## config.mk

```make
export PLATFORM = sky130hd
export DESIGN_NAME = pipelined_select_adder
export DESIGN_NICKNAME = d
export VERILOG_FILES = /design/src/rtl/pipelined_select_adder_pkg.sv /design/src/rtl/pipelined_select_adder_csel_block.sv /design/src/rtl/pipelined_select_adder.sv
export SDC_FILE = /design/constraint.sdc
export NUM_CORES = 1
export LEC_CHECK = 0
export CAP_MARGIN = 5
export CORE_ASPECT_RATIO = 0.9
export CORE_MARGIN = 4
export CORE_UTILIZATION = 58
export DETAILED_ROUTE_END_ITERATION = 10
export DONT_BUFFER_PORTS = 1
export PLACE_DENSITY_LB_ADDON = 0.08
export RECOVER_POWER = 25
export SYNTH_ARGS = -nofsm -noshare
export SYNTH_HDL_FRONTEND = slang
export SYNTH_SLANG_ARGS = --single-unit
```

## constraint.sdc

```tcl
create_clock -name clk -period 7.95 [get_ports clk]
set_input_delay 1.9875 -clock clk [delete_from_list [all_inputs] [get_ports clk]]
set_output_delay 1.9875 -clock clk [all_outputs]
set_load 0.01 [all_outputs]
```

## src/rtl/pipelined_select_adder_pkg.sv

```systemverilog
// Shared constants and the per-stage beat record for the pipelined carry-select adder.
// The record carries the control bits that travel with a beat from stage to stage.
package pipelined_select_adder_pkg;

    localparam int DEFAULT_WIDTH = 32;
    localparam int DEFAULT_BLOCK = 8;

    // Control part of a beat; the sum/operand slices travel in WIDTH-wide vectors alongside.
    typedef struct packed {
        logic valid;
        logic carry;
        logic sub;
        logic ovf;
    } stageCtl_t;

    // Subtraction forces the carry-in to 1 so that A + ~B + 1 = A - B.
    function automatic logic effCarry(input logic isSub, input logic carryIn);
        return isSub | carryIn;
    endfunction

endpackage

```

## src/rtl/pipelined_select_adder_csel_block.sv

```systemverilog
// Combinational BLOCK-bit carry-select slice: both carry hypotheses are summed in
// parallel and the incoming carry picks one. cmsb is the carry into the slice MSB.
module csel_block #(
    parameter int BLOCK = 8
) (
    input  logic [BLOCK-1:0] a,
    input  logic [BLOCK-1:0] b,
    input  logic             cin,
    output logic [BLOCK-1:0] s,
    output logic             cout,
    output logic             cmsb
);

    logic [BLOCK:0] sum0;
    logic [BLOCK:0] sum1;

    always_comb begin
        sum0 = {1'b0, a} + {1'b0, b};
        sum1 = {1'b0, a} + {1'b0, b} + {{BLOCK{1'b0}}, 1'b1};
        {cout, s} = cin ? sum1 : sum0;
        // Carry into the MSB recovered from the sum bit: s = a ^ b ^ c.
        cmsb = s[BLOCK-1] ^ a[BLOCK-1] ^ b[BLOCK-1];
    end

endmodule

```

## src/rtl/pipelined_select_adder.sv

```systemverilog
// Pipelined carry-select adder/subtractor: one BLOCK-bit slice resolved per stage,
// NBLK stages deep, with a global stall when the output beat is not taken.
module pipelined_select_adder
    import pipelined_select_adder_pkg::*;
#(
    parameter int WIDTH = DEFAULT_WIDTH,
    parameter int BLOCK = DEFAULT_BLOCK
) (
    input  logic             clk,
    input  logic             rst,
    input  logic             in_valid,
    output logic             in_ready,
    input  logic [WIDTH-1:0] A,
    input  logic [WIDTH-1:0] B,
    input  logic             sub,
    input  logic             cin,
    output logic             out_valid,
    input  logic             out_ready,
    output logic [WIDTH-1:0] S,
    output logic             Cout,
    output logic             Ovf,
    output logic [15:0]      op_count
);

    localparam int NBLK = WIDTH / BLOCK;

    if (BLOCK < 1 || (WIDTH % BLOCK) != 0) begin : g_bad_width
        $error("pipelined_select_adder: WIDTH must be a positive multiple of BLOCK");
    end

    stageCtl_t        ctlQ [NBLK];
    // Bits below the current block hold finished sum slices; bits above still hold raw A.
    logic [WIDTH-1:0] accQ [NBLK];
    logic [WIDTH-1:0] bQ   [NBLK];
    logic             stall;
    logic [15:0]      opCountQ;

    assign stall    = ctlQ[NBLK-1].valid && !out_ready;
    assign in_ready = !stall;

    for (genvar k = 0; k < NBLK; k++) begin : g_stage
        localparam int LO = k * BLOCK;

        stageCtl_t        ctlIn;
        logic [WIDTH-1:0] accIn;
        logic [WIDTH-1:0] bIn;
        logic [WIDTH-1:0] accNext;
        logic [BLOCK-1:0] bSlice;
        logic [BLOCK-1:0] sumSlice;
        logic             carryOut;
        logic             carryMsb;

        if (k == 0) begin : g_src
            always_comb begin
                ctlIn.valid = in_valid;
                ctlIn.carry = effCarry(sub, cin);
                ctlIn.sub   = sub;
                ctlIn.ovf   = 1'b0;
                accIn       = A;
                bIn         = B;
            end
        end else begin : g_src
            always_comb begin
                ctlIn = ctlQ[k-1];
                accIn = accQ[k-1];
                bIn   = bQ[k-1];
            end
        end

        // B travels unmodified; each stage inverts only the slice it consumes.
        assign bSlice = bIn[LO +: BLOCK] ^ {BLOCK{ctlIn.sub}};

        csel_block #(
            .BLOCK(BLOCK)
        ) u_csel (
            .a    (accIn[LO +: BLOCK]),
            .b    (bSlice),
            .cin  (ctlIn.carry),
            .s    (sumSlice),
            .cout (carryOut),
            .cmsb (carryMsb)
        );

        always_comb begin
            // NOTE: start from a full default so every bit is assigned on every path; no latch.
            accNext              = accIn;
            accNext[LO +: BLOCK] = sumSlice;
        end

        // NOTE: non-blocking assignments so every stage samples its predecessor's old value.
        always_ff @(posedge clk or posedge rst) begin
            if (rst) begin
                ctlQ[k] <= '0;
                accQ[k] <= '0;
                bQ[k]   <= '0;
            end else if (!stall) begin
                ctlQ[k] <= '{valid: ctlIn.valid, carry: carryOut, sub: ctlIn.sub,
                             ovf: carryOut ^ carryMsb};
                accQ[k] <= accNext;
                bQ[k]   <= bIn;
            end
        end
    end

    assign out_valid = ctlQ[NBLK-1].valid;
    assign S         = accQ[NBLK-1];
    assign Cout      = ctlQ[NBLK-1].carry;
    assign Ovf       = ctlQ[NBLK-1].ovf;

    always_ff @(posedge clk or posedge rst) begin
        if (rst) begin
            opCountQ <= '0;
        end else if (out_valid && out_ready && opCountQ != 16'hFFFF) begin
            opCountQ <= opCountQ + 16'd1;
        end
    end

    assign op_count = opCountQ;

endmodule

```

==> metrics <==
Clock transition at path regs roughly 0.060 ns; All-Layer GR Usage between 10% and 20%; initial antenna violation count 1; first-pass GRT wire length roughly 32000 um; Max-Cap Viols 0; layout cells sized above 1 5.29%; outcome finished, final reports clean; crit start category primary input; Filler cells 1381; number of placement rows 44; GRT overflow 0; die area 19100 sq um; Seq/Total Area, Yosys roughly 52%; final hold vios 0; CP Class primary input to output pin; Required @ worst endpoint approximately 6 ns; Pre-Repair DR Iteration Count 4; global placement routability congestion around 0.88; flops & latches, synth between 200 and 250; clk_lat worst skew about 0.50 ns; PortBufs 0; CTS tree done; post-synthesis mux area share less than 1%; synthesized area per cell around 9.0 sq um; clock root buffer clkbuf_16; average routed wire per standard cell ~14 um; EDFF count, synth 0; routed vias around 7000; Worst Path Max Fanout around 120; Crit. End Element output pin; DRC violation count after routing 0; CP Buf/Inv Count 1; main flop type after synthesis dfrtp_1; number of global-route vias before repair ~6800; critical-path cell list nor2b_4, inv_6; final setup violation count 0; Max clock buf depth 3; Util after Layout about two thirds; CP top delay family buffers and inverters; synthesis warning total 0; Compound-Gate Fraction of Synth Area 7.00%; I/O pin count approximately 120; DRT iter0 DRCs 291; setup bufs post-CTS 0; Synth Area in Adders 5.65%; PD cells 483 nW/um^2; worst min path class flop to flop; Tightest Pin Transition 0.893 ns; Post-CTS Resized 0; post-synthesis xor/xnor area fraction around 8.7%; Core Box Area around 16000 sq um; CP Data Arrival Time approximately 2.7 ns; minimum clock period about 4.7 ns; Async SR Flop Fraction between 90% and 100%; cell count after synthesis between 1000 and 1500; Leak around 5.5 nW; final wirelength 18100 um; Initial Util around 60%; Die H between 100 and 150 um; Synth Area in Simple Gates about a quarter; largest net degree at the start of global routing 204; number of buffers created by CTS 22; Die Wd roughly 150 um; DP HPWL approximately 12000 um; max_slew headroom between 40% and 50%; # H-tree levels 1; Netlist Area Pre-Place between 9000 and 10000 sq um; Final Max Slew Viols 0; CTS Sinks 204; largest family of logic cells by synthesized area simple AND/OR/NAND/NOR gates; CP max stage cell inv_6; nets ~1200; Via-to-Cell Ratio 5.25; Antenna Nets Post-Route 0; Fmax 0.215 GHz; crit-path max cell delay about 0.57 ns; Worst IR Drop VDD about 260 uV; cts hold-fix bufs 0; synth unique cells 54; Final period util 58.6%; setup tns final 0 ns; skew final 0.0106 ns; syn nets around 1200; Syn-to-layout area delta 10.1%; RSZ-0062 raised after global routing no
Yosys cell counts (all sizes together) (2+ instances only):
| cell | count | share of area (%) |
|---|---|---|
| o211ai | 2 | 0.15 |
| buf | 3 | 0.14 |
| o21a | 5 | 0.38 |
| a21oi | 24 | 1.2 |
| a211oi | 9 | 0.81 |
| a211o | 2 | 0.18 |
| o21bai | 5 | 0.38 |
| o21ai | 38 | 1.9 |
| inv | 13 | 0.50 |
| clkbuf | 42 | 1.6 |
| fa | 4 | 0.81 |
| a21o | 14 | 1.1 |
| dfrtp | 204 | 52 |
| and4 | 3 | 0.27 |
| or2 | 5 | 0.32 |
| a2111oi | 2 | 0.18 |
| nand2 | 496 | 19 |
| nand3 | 12 | 0.61 |
| nor4 | 6 | 0.51 |
| nor2b | 4 | 0.25 |
| ha | 38 | 4.8 |
| nor3 | 7 | 0.36 |
| and3 | 5 | 0.32 |
| nor2 | 28 | 1.1 |
| xnor2 | 34 | 3.0 |
| mux2i | 3 | 0.31 |
| or3 | 2 | 0.14 |
| nand4 | 9 | 0.57 |
| xor2 | 61 | 5.4 |
placed cells by master (no fill, tap or decap), types with 14 or more instances in the layout:
cell / synthesis / routed
nand2_1: 496 / 496
dfrtp_1: 204 / 204
xor2_1: 61 / 61
ha_1: 38 / 38
o21ai_0: 36 / 36
xnor2_1: 34 / 34
nor2_1: 27 / 27
a21oi_1: 24 / 24
clkbuf_16: 0 / 23
a21o_1: 14 / 14
routing by layer:
metal / GRT usage [%] / vias to the layer above / wire length (um)
met5: 0 / - / 0
met4: 6.22 / 0 / 431
met3: 4.10 / 29 / 914
met2: 31.5 / 113 / 8360
met1: 25.6 / 3185 / 8400
li1: - / 3514 / -
worst paths after layout:
| kind | startpoint | end | slack [ns] | depth (start not counted) |
|---|---|---|---|---|
| worst max register to register | ctlQ[9] | ctlQ[6] | 4.66 | 10 |
| worst min-delay path | g_stage[1].bIn[31] | g_stage[1].bIn[31] | 0.46 | 2 |
| worst min register to register | g_stage[1].bIn[31] | g_stage[1].bIn[31] | 0.46 | 2 |
| max in group asynchronous | rst | g_stage[2].accIn[20] | 5.00 | 2 |
| min in group asynchronous | rst | S[31] | 1.50 | 1 |
| worst max-delay path | out_ready | in_ready | 3.29 | 2 |
stage by stage:
| stage | total power (W) | area [sq um] | hold WS, ns | cells | setup WS [ns] |
|---|---|---|---|---|---|
| after global placement | 0.00404 | 9980 | 0.448 | 1263 | 3.25 |
| after floorplan | 0.00364 | 9830 | 0.430 | 1098 | 0.395 |
| final | 0.00523 | 10800 | 0.463 | 1304 | 3.29 |
| after detailed placement | 0.00410 | 9980 | 0.455 | 1263 | 3.23 |
| after global routing | 0.00572 | 10800 | 0.480 | 1304 | 3.22 |
| after CTS | 0.00530 | 10800 | 0.468 | 1303 | 3.30 |
power breakdown:
part / internal (W) / switching, W / total [W]
logic: 0.000971 / 0.00126 / 0.00223
registers: 0.00148 / 0.000356 / 0.00184
clock network: 0.000751 / 0.000412 / 0.00116
total: 0.00321 / 0.00203 / 0.00523
kinds of logic (layout without fill, tap and decap cells):
| logic type | after synthesis | count (layout) |
|---|---|---|
| and+or+nand+nor | 585 | 585 |
| DFF | 204 | 204 |
| AOI/OAI and AO/OA | 109 | 109 |
| xor gates and xnor gates | 96 | 96 |
| buffers and inverters | 58 | 56 |
| adders and majority gates | 42 | 42 |
| muxes | 4 | 4 |
| other | 0 | 1 |
layout make-up:
class | count | area [sq um] | share of cell area [%]
antenna | 1 | 2.50 | 0.0231
inverter | 13 | 61.3 | 0.566
multi-input combinational | 836 | 4520 | 41.7
sequential | 204 | 5100 | 47.2
clock buffer | 27 | 621 | 5.73
tap | 207 | 259 | 2.39
timing repair buffer | 3 | 35.0 | 0.324
clock inverter | 13 | 226 | 2.09
registers in the layout, indices dropped and copies added, names as in the netlist:
name / cells
g_stage.accIn: 96
S: 32
g_stage.bIn: 48
op_count: 16
Cout: 1
ctlQ: 9
out_valid: 1
Ovf: 1
Note: power is estimated with default switching activity, not from simulation.
